## src/rtl/uart_rx_logic.sv

```systemverilog
// UART receiver: synchronised rx line, runtime frame format, one-cycle valid pulse with error flags.
// Optional define UART_RX_MAJORITY_EN: 2-of-3 majority vote around each bit centre.
module uart_rx_logic (
  input  logic        sys_clk_i,
  input  logic        rst_i,
  input  logic [3:0]  uart_data_bit,
  input  logic [15:0] baud_cnt_max,
  input  logic [1:0]  uart_parity_bit,
  input  logic [1:0]  uart_stop_bit,
  input  logic        rx_i,
  output logic [7:0]  rx_data_o,
  output logic        rx_data_valid_o,
  output logic        rx_parity_err_o,
  output logic        rx_frame_err_o,
  output logic        rx_busy_o
);

  typedef enum logic [2:0] {S_IDLE, S_START, S_DATA, S_PARITY, S_STOP} state_t;

  state_t      r_state;
  state_t      w_next;
  logic        r_sync1, r_sync2, r_prev;
  logic [15:0] r_baud_cnt;
  logic [2:0]  r_bit_cnt;
  logic        r_stop_cnt;
  logic [7:0]  r_shift;
  logic        r_par_err, r_frm_err;
  logic [7:0]  r_data;
  logic        r_valid, r_perr, r_ferr;

  logic        w_fall, w_tick, w_bit;
  logic [15:0] w_half;
  logic [3:0]  w_nbits, w_last_idx;
  logic        w_last_bit, w_par_en, w_two_stop, w_par_exp, w_frame_done;

  assign w_fall     = r_prev & ~r_sync2;
  assign w_half     = baud_cnt_max >> 1;
  assign w_nbits    = (uart_data_bit < 4'd5) ? 4'd5 : ((uart_data_bit > 4'd8) ? 4'd8 : uart_data_bit);
  assign w_last_idx = w_nbits - 4'd1;
  assign w_last_bit = (r_bit_cnt == w_last_idx[2:0]);
  assign w_par_en   = (uart_parity_bit == 2'd1) || (uart_parity_bit == 2'd2);
  assign w_two_stop = (uart_stop_bit == 2'd2);
  assign w_par_exp  = (uart_parity_bit == 2'd1) ? ~^r_shift : ^r_shift;

  always_ff @(posedge sys_clk_i or posedge rst_i) begin
    if (rst_i) begin
      r_sync1 <= 1'b1;
      r_sync2 <= 1'b1;
      r_prev  <= 1'b1;
    end else begin
      r_sync1 <= rx_i;
      r_sync2 <= r_sync1;
      r_prev  <= r_sync2;
    end
  end

`ifdef UART_RX_MAJORITY_EN
  logic r_h0, r_h1;

  always_ff @(posedge sys_clk_i or posedge rst_i) begin
    if (rst_i) begin
      r_h0 <= 1'b1;
      r_h1 <= 1'b1;
    end else begin
      r_h0 <= r_sync2;
      r_h1 <= r_h0;
    end
  end

  // Vote resolves at mid+1 using the samples from mid-1, mid and mid+1
  assign w_tick = (r_baud_cnt == w_half + 16'd1);
  assign w_bit  = (r_h1 & r_h0) | (r_h1 & r_sync2) | (r_h0 & r_sync2);
`else
  assign w_tick = (r_baud_cnt == w_half);
  assign w_bit  = r_sync2;
`endif

  always_ff @(posedge sys_clk_i or posedge rst_i) begin
    if (rst_i) r_state <= S_IDLE;
    else       r_state <= w_next;
  end

  always_comb begin
    w_next = r_state;
    case (r_state)
      S_IDLE:   if (w_fall) w_next = S_START;
      S_START:  if (w_tick) w_next = w_bit ? S_IDLE : S_DATA;
      S_DATA:   if (w_tick && w_last_bit) w_next = w_par_en ? S_PARITY : S_STOP;
      S_PARITY: if (w_tick) w_next = S_STOP;
      S_STOP:   if (w_tick && !(w_two_stop && !r_stop_cnt)) w_next = S_IDLE;
      default:  w_next = S_IDLE;
    endcase
  end

  assign w_frame_done = (r_state == S_STOP) && (w_next == S_IDLE);

  // >= rather than == so a mid-frame shrink of baud_cnt_max still wraps
  always_ff @(posedge sys_clk_i or posedge rst_i) begin
    if (rst_i)                                        r_baud_cnt <= '0;
    else if (r_state == S_IDLE || w_next == S_IDLE)   r_baud_cnt <= '0;
    else if (r_baud_cnt >= baud_cnt_max)              r_baud_cnt <= '0;
    else                                              r_baud_cnt <= r_baud_cnt + 16'd1;
  end

  always_ff @(posedge sys_clk_i or posedge rst_i) begin
    if (rst_i) begin
      r_bit_cnt  <= '0;
      r_stop_cnt <= 1'b0;
      r_shift    <= '0;
      r_par_err  <= 1'b0;
      r_frm_err  <= 1'b0;
    end else begin
      case (r_state)
        S_IDLE: begin
          r_bit_cnt  <= '0;
          r_stop_cnt <= 1'b0;
          r_shift    <= '0;
          r_par_err  <= 1'b0;
          r_frm_err  <= 1'b0;
        end
        S_DATA: if (w_tick) begin
          r_shift[r_bit_cnt] <= w_bit;
          r_bit_cnt          <= r_bit_cnt + 3'd1;
        end
        S_PARITY: if (w_tick) r_par_err <= w_bit ^ w_par_exp;
        S_STOP: if (w_tick) begin
          r_stop_cnt <= 1'b1;
          if (!w_bit) r_frm_err <= 1'b1;
        end
        default: ;
      endcase
    end
  end

  always_ff @(posedge sys_clk_i or posedge rst_i) begin
    if (rst_i) begin
      r_data  <= '0;
      r_valid <= 1'b0;
      r_perr  <= 1'b0;
      r_ferr  <= 1'b0;
    end else begin
      r_valid <= w_frame_done;
      if (w_frame_done) begin
        r_data <= r_shift;
        r_perr <= w_par_en & r_par_err;
        r_ferr <= r_frm_err | ~w_bit;
      end
    end
  end

  always_comb begin
    rx_busy_o       = (r_state != S_IDLE);
    rx_data_o       = r_data;
    rx_data_valid_o = r_valid;
    rx_parity_err_o = r_perr;
    rx_frame_err_o  = r_ferr;
  end

endmodule

```

## config.mk

```make
export PLATFORM = sky130hd
export DESIGN_NAME = uart_rx_logic
export DESIGN_NICKNAME = d
export VERILOG_FILES = /design/src/rtl/uart_rx_logic.sv
export SDC_FILE = /design/constraint.sdc
export NUM_CORES = 1
export LEC_CHECK = 0
export BUFFER_PORTS_ARGS = -buffer_cell sky130_fd_sc_hd__buf_2
export CORE_UTILIZATION = 49
export DETAILED_ROUTE_END_ITERATION = 10
export GPL_TIMING_DRIVEN = 0
export PLACE_DENSITY = 0.7
export SYNTH_ARGS = -nofsm -noshare
export SYNTH_HDL_FRONTEND = slang
export SYNTH_SLANG_ARGS = --single-unit
```

## constraint.sdc

```tcl
create_clock -name sys_clk_i -period 2.5 [get_ports sys_clk_i]
set_input_delay 0.25 -clock sys_clk_i [delete_from_list [all_inputs] [get_ports sys_clk_i]]
set_output_delay 0.25 -clock sys_clk_i [all_outputs]
set_load 0.005 [all_outputs]
```

Yosys cells after proc, flatten, opt, wreduce, memory -nomap -nowiden:

Cells that the tools add are included.

* output and inout bits: 12
* word-level logic and storage cells: 88
* register bits: 47

* reduce and logical (&&, ||, !) cells: 21
* order comparisons: 5
* multiplexer cells: 27
* eq/ne operators: 13
* bitwise gates (word level): 5
* add/sub/neg operators: 3

Operator list (count)
* two-way mux 16 bit: 2
* two-way mux 3 bit: 9
* adder 16 x 1 -> 16 bit, second input constant: 1
* == test 16 x 15 -> 1 bit: 1
* greater-or-equal comparator 16 bit: 1
* one-hot mux 8 bit (2 select lines): 1
* one-hot mux 3 bit (5 select lines): 1
* bitwise mux 8 bit: 1
* two-way mux 8 bit: 1
* inequality test 2 bit, second input constant: 4
* XNOR reduction 8 bit: 1
* parity 8 bit: 1
* == test 3 x 2 -> 1 bit, second input constant: 2
* logical NOT 3 bit: 2
* two-way mux 1 bit: 6
* one-hot mux 1 bit (2 select lines): 3
* one-hot mux 3 bit (2 select lines): 1
* AND reduction 2 bit: 3
* nonzero test 2 bit: 3
* logical AND 1 bit: 5
* == test 2 bit, second input constant: 2
* greater-than comparator 4 bit, second input constant: 1
* < comparator 3 x 4 -> 1 bit, second input constant: 1
* < comparator 4 x 3 -> 1 bit, second input constant: 1
* other kinds (17): 20

Logic depth before layout (Yosys ltp):

Gate-level depths: netlist of run 1.

* word-level depth: 11
* depth in mapped cells: 11
* depth with buffers taken out: 10

Least setup slack after synthesis of run 1:

Ideal clock, no wire load.

* path type: input to register
* start: input uart_data_bit[2]
* end: register r_baud_cnt[10]
* buffers on the path: 1
* stages on the path: 11
* data required time: 2.366 ns
* slack: 0.137 ns
* arrival: 2.228 ns
* cell sequence: and3b_1 -> or2_2 -> ha_1 -> xor2_1 -> nand2_1 -> a2111oi_2 -> mux2_2 -> a31o_1 -> nor3_4 -> buf_6 -> nor3_1

* cells in the longest elaborated chain, start to end: 11

Ends and longest elaborated chain
* start: declaration: line 6 `input logic [3:0] uart_data_bit,`
* greater-than comparator 4 bit: line 38 `assign w_nbits = (uart_data_bit < 4'd5) ? 4'd5 : ((uart_data_bit > 4'd8) ? 4'd8 : uart_data_bit);`
* two-way mux 3 bit: line 38
* two-way mux 3 bit (*): line 38
* subtractor 3 x 1 -> 3 bit (*): line 39 `assign w_last_idx = w_nbits - 4'd1;`
* == test 3 bit (*): line 40 `assign w_last_bit = (r_bit_cnt == w_last_idx[2:0]);`
* logical AND 1 bit (*): line 88 `S_DATA: if (w_tick && w_last_bit) w_next = w_par_en ? S_PARITY : S_STOP;`
* two-way mux 3 bit (*): line 88
* one-hot mux 3 bit (5 select lines) (*): line 85 `case (r_state)`
* via w_next[0]: line 21 `state_t w_next;`
* logical NOT 3 bit (*): line 100 `else if (r_state == S_IDLE || w_next == S_IDLE) r_baud_cnt <= '0;`
* logical OR 1 bit (*): line 100
* two-way mux 16 bit (*): line 100
* end signal: assignment: line 102 `else r_baud_cnt <= r_baud_cnt + 16'd1;`
* end: declaration: line 23 `logic [15:0] r_baud_cnt;`

Mark *: on every way through the listed nets, which the timed path passes. The rest lies on a longest branch.
A chain may end at the register's enable or synchronous reset.

Final worst setup path of run 1:

* start: input uart_data_bit[2]
* end: register r_baud_cnt[6]

The elaborated chain is that of the path after synthesis.

==> flow_summary.toml, run 1 <==
[timing]
setup_viol = 0
slew_headroom = 0.441
slew_violations = 0
clock_skew_ns = 0.0102
tightest_slew_ns = 0.832
finalWorstSetupSlack_ns = 0.0929
fin_crit_ns = 2.41
holdWs_ns = 0.0444
hold_viol_final = 0
fin_crit_sh = 0.963
tns_ns = 0
max_freq_mhz = 415

[clock_tree]
cts_max_level = 2
cts_inserted_buffers = 5
clkLatencyLatePin_ns = 0.30
clock-sinks = 47
max-clock-path-buffers = 2
path_clk_slew_ns = 0.08
cts_root_buf = "clkbuf_8"
cts_tree = "done"

[setup_path]
worstPathCellList = "buf_2 > and3b_1 > or2_2 > ha_1 > xor2_2 > nand2_1 > a2111oi_4 > mux2_2 > a31o_1 > nor3_4 > buf_4 > nor4_1"
start_kind = "primary input"
startpoint = "uart_data_bit[2]"
slowest_delay_ns = 0.34
worstSetupEndpointType = "flip-flop"
rr_startpoint = "r_bit_cnt[1]"
arrival_ns = 2.60
critPathSlowestCell = "a2111oi_4"
required_ns = 2.70
critPathMaxFanout = 3
crit_type = "in -> reg"

[floorplanning]
die_w_um = 78.6
io_pins = 39
fp.dieH_um = 78.6
start_util = 0.516
coreArea_mm2 = 0.00557
rows = 27
die_area_mm2 = 0.00618

[finish]
insertedDiodeCount = 0
nets = 390
design_area_mm2 = 0.00333
fin_cells = 416
syn_to_final_growth_pct = 15.9
drive_gt1_frac = 0.253
final_util = 0.598

[routing]
m1WireLength_um = 3000
routed_wl_um = 5900
dr_wl_met3_um = 196
wl_met2_um = 2640
routed.top_layer = "met4"
post_drt_wl_per_cell_um = 14.2
drt_first_pass_iters = 4
ant_nets = 0
vias = 2240
drt-initial-drc-count = 137
remaining_drc_errors = 0
viasPerCell = 5.38

[yosys]
syn_area_mm2 = 0.00288
synth-async-reset-ratio = 1.00
ys_seq_area_frac = 0.410
synth_ff_type = "dfrtp_1"
synth_edf_count = 0
yosys_warnings = 0
synthDistinctLibCells = 43
syn_avg_cell_area_um2 = 9.75
synth.net_count = 342
syn_inst = 295
ys_ff_latch = 47

[placement]
place_hpwl_um = 4380
preCtsSetupSlack_ns = -0.294
dp.cells = 406
numPortBuffers = 38
gp_congestion = 0.823
dpl_cell_area_mm2 = 0.00318

[status]
status = "finished clean"

[global_route]
grt_pass1_vias = 2179
grt_start_max_net_pins = 37
grt-ovfl-total = 0
grt_usage = 0.214
antenna_found_initial = 0
grt_pass1_wl_um = 10300

[power_and_ir_drop]
peakVddDrop_uv = 339
p_per_area_mw_per_mm2 = 499
clkPwrFrac = 0.275
intPower_mw = 1.15
p_sw_mw = 0.510
pwr-share-comb = 0.210
p_leak_nw = 1.67
seqPwrFrac = 0.515
power_mw = 1.66
switching_share = 0.307

[hold_path]
min_path_type = "in -> reg"
worstHoldStart = "rx_i"

[job]
maxCapViolations = 0
## state kept, by name (all words and copies together), names as in the netlist, 3 cells and up
signal      cells
r_bit_cnt       3
r_baud_cnt     16
rx_data_o       8
r_state         3
r_shift         8
## layout make-up
type                       count  area (um2)
multi-input combinational    213        1580
tap                           72        90.1
clock buffer                   6        72.6
timing repair buffer          42         235
buffer                         8        57.6
inverter                      26        97.6
clock inverter                 2        12.5
fill                         490        2240
sequential                    47        1190
## critical path, delay by kind of cell
kind                     cells  cell delay [ns]
AO/OA/AOI/OAI                2             0.50
XOR/XNOR                     1             0.17
adder cells (fa/ha/maj)      1             0.33
buffers and inverters        2             0.24
multiplexers                 1             0.21
AND/OR/NAND/NOR              5             0.89
## power by group through the flow
stage | logic [mW] | clock network, mW | registers, mW
after global placement | 0.318 | 0 | 0.870
after global routing | 0.399 | 0.500 | 0.865
after CTS | 0.343 | 0.466 | 0.853
after detailed placement | 0.331 | 0 | 0.868
after floorplan | 0.234 | 0 | 0.853
final | 0.350 | 0.457 | 0.857
## cell usage after synthesis (all sizes together), types with 3 or more instances
library cell,n,area [um2]
a21o,6,45.0
a21oi,6,30.0
a31oi,3,18.8
and3,3,18.8
buf,5,42.5
clkbuf,4,15.0
dfrtp,44,1100
dfstp,3,78.8
ha,20,250
inv,26,97.6
mux2,11,124
nand2,15,56.3
nand2b,3,21.3
nand3,8,40.0
nand4,7,43.8
nor2,22,82.6
nor3,21,116
nor4,6,37.5
o21ai,19,95.1
o31ai,4,30.0
or3,3,20.0
xnor2,14,123
xor2,25,219
## layer usage
| metal | vias up | global-route usage |
|---|---|---|
| met4 | 0 | 0.0556 |
| met5 | - | 0 |
| met3 | 7 | 0.0279 |
| met2 | 43 | 0.330 |
| met1 | 1070 | 0.317 |
| li1 | 1120 | - |
## cells by family after synthesis
group / count (synthesis) / synth area share
simple gates: 95 / 0.171
compound gates: 47 / 0.107
flops: 47 / 0.410
xor+xnor: 40 / 0.127
buf+inv: 35 / 0.0540
fa+ha+maj: 20 / 0.0870
mux: 11 / 0.0431
## path summary, 6_finish.rpt
path / endpoint / slack [ns] / cells past startpoint
setup / recovery: r_baud_cnt[6] / 0.09 / 12
hold / removal: r_sync1 / 0.04 / 1
setup reg to reg: r_baud_cnt[6] / 0.13 / 9
hold reg to reg: r_sync2 / 0.36 / 0
max in group asynchronous: r_sync2 / 1.55 / 4
min in group asynchronous: rx_data_o[0] / 0.42 / 3
## cell usage in the layout (no fill, tap or decap), types with 6 or more instances in the layout
master | synthesis | final
inv_1 | 26 | 25
xnor2_1 | 14 | 14
nor3_1 | 20 | 19
nand2_1 | 15 | 15
mux2_2 | 11 | 11
a21o_1 | 6 | 6
xor2_1 | 25 | 24
ha_1 | 20 | 20
nor2_1 | 22 | 21
nand3_1 | 8 | 8
buf_2 | 1 | 39
nand4_1 | 7 | 7
a21oi_1 | 6 | 6
dfrtp_1 | 44 | 39
o21ai_0 | 19 | 19
## repair_timing
action	CTS	global route
hold buffers	1	0
setup endpoints to repair	17	33
buffers inserted	2	0
resized for setup	1	15
endpoints found under the hold margin	11	0
pin swaps	1	2
(Power assumes the default switching activity.)
==> run 2, diff against run 1 <==
==> constraint.sdc (replaced) <==
create_clock -name sys_clk_i -period 2.4 [get_ports sys_clk_i]
set_input_delay 0.24 -clock sys_clk_i [delete_from_list [all_inputs] [get_ports sys_clk_i]]
set_output_delay 0.24 -clock sys_clk_i [all_outputs]
set_load 0.005 [all_outputs]
==> run 2 against run 1 <==
  * Worst hold slack got worse by 0.013 ns
  * Critical endpoint unchanged
  * Via count is 2.1% higher
  * Critical path depth down 4
  * Critical path type is now reg -> reg
==> flow_summary.toml, run 2 (synthesized netlist as in run 1, its figures left out) <==
[floorplanning]
fp.dieH_um = 78.6
rows = 27
coreArea_mm2 = 0.00557
die_w_um = 78.6
start_util = 0.516
io_pins = 39
die_area_mm2 = 0.00618

[power_and_ir_drop]
p_leak_nw = 1.72
peakVddDrop_uv = 356
p_per_area_mw_per_mm2 = 514
power_mw = 1.77

[setup_path]
start_kind = "flip-flop"
worstPathCellList = "xor2_1 > nor4_2 > nand4_1 > mux2_4 > a31o_4 > nor3_4 > buf_4 > nor4_1"
crit_type = "reg -> reg"
arrival_ns = 2.54
path_delay_family = "simple AND/OR/NAND/NOR gates"
required_ns = 2.58
critPathSlowestCell = "dfrtp_2"
path_buf_inv = 1
worstSetupEndpointType = "flip-flop"
slowest_delay_ns = 0.45
critPathMaxFanout = 5

[timing]
slew_headroom = 0.413
tns_ns = 0
slew_violations = 0
rsz0062_at_grt = "yes"
setup_viol = 0
tightest_slew_ns = 0.873
fin_crit_ns = 2.36
hold_viol_final = 0
fin_crit_sh = 0.984
max_freq_mhz = 423
clock_skew_ns = 0.00948

[global_route]
grt_start_max_net_pins = 37
grt_pass1_vias = 2225
grt_pass1_wl_um = 10400
grt_usage = 0.217
grt-ovfl-total = 0
antenna_found_initial = 0

[hold_path]
min_path_type = "in -> reg"

[placement]
dpl_cell_area_mm2 = 0.00318
gp_congestion = 0.823
place_hpwl_um = 4380
dp.cells = 406
numPortBuffers = 38

[finish]
fillers = 484
drive_gt1_frac = 0.286
syn_to_final_growth_pct = 19.4
final_common_cell = "buf_2"
largest_register_ffs = 16
mostFrequentLayoutCells = "buf_2 (39), dfrtp_1 (35), inv_1 (25), xor2_1 (24), nor2_1 (21)"
final_util = 0.616
nets = 396
regMostFlops = "r_baud_cnt"
fin_cells = 422
design_area_mm2 = 0.00343
insertedDiodeCount = 0

[routing]
viasPerCell = 5.42
remaining_drc_errors = 0
routed_wl_um = 6020
ant_nets = 0
drt_first_pass_iters = 4
drt-initial-drc-count = 106
post_drt_wl_per_cell_um = 14.3
vias = 2287

[clock_tree]
cts_inserted_buffers = 5
clkLatencyLatePin_ns = 0.31
cts_tree = "done"
path_clk_slew_ns = 0.08
cts_root_buf = "clkbuf_8"
max-clock-path-buffers = 2
clock-sinks = 47
cts_max_level = 2

[job]
maxCapViolations = 0

[status]
status = "finished clean"
[run 2: timing repair]
item                                   4_1_cts  5_1_grt
resized for setup                           15       15
setup endpoints to repair                   20       32
endpoints found under the hold margin       11        0
buffers inserted                             4        3
cloned                                       1        0
pin swaps                                    4        3
hold buffers                                 1        0
[run 2: power by group]
part	internal, mW	total [mW]	switching [mW]
Clock	0.204	0.479	0.274
Sequential	0.834	0.893	0.0590
Combinational	0.183	0.394	0.211
Total	1.22	1.77	0.544
[run 2: final timing paths]
check                                    from             to  slack [ns]  cells past startpoint
worst max-delay path            r_baud_cnt[3]  r_baud_cnt[6]        0.04                      8
worst min-delay path                     rx_i        r_sync1        0.03                      1
worst max register to register  r_baud_cnt[3]  r_baud_cnt[6]        0.04                      8
worst min register to register        r_sync1        r_sync2        0.36                      0
max in group asynchronous               rst_i        r_sync2        1.45                      4
min in group asynchronous               rst_i   rx_data_o[0]        0.41                      3
[run 2: final cells by class]
| cell class | count | area, um2 | share of cell area |
|---|---|---|---|
| Buffer | 8 | 65.1 | 0.0190 |
| Clock buffer | 6 | 72.6 | 0.0211 |
| Clock inverter | 2 | 12.5 | 0.00364 |
| Inverter | 26 | 97.6 | 0.0284 |
| Multi-Input combinational cell | 213 | 1620 | 0.471 |
| Sequential cell | 47 | 1190 | 0.347 |
| Tap cell | 72 | 90.1 | 0.0262 |
| Timing Repair Buffer | 48 | 288 | 0.0838 |
[run 2: per-layer routing]
metal | vias to the layer above | global-route usage | wire length [um]
met5 | - | 0 | 0
met4 | 0 | 0.0611 | 65
met3 | 7 | 0.0302 | 214
met2 | 44 | 0.335 | 2650
met1 | 1098 | 0.318 | 3090
li1 | 1138 | - | -
[run 2: stage by stage]
stage	hold WS, ns	setup slack (ns)
5_1_grt	0.0138	-0.109
3_3_place_gp	0.346	-0.285
2_1_floorplan	0.244	0.0475
3_5_place_dp	0.197	-0.384
4_1_cts	0.0254	0.0115
6_report	0.0314	0.0374
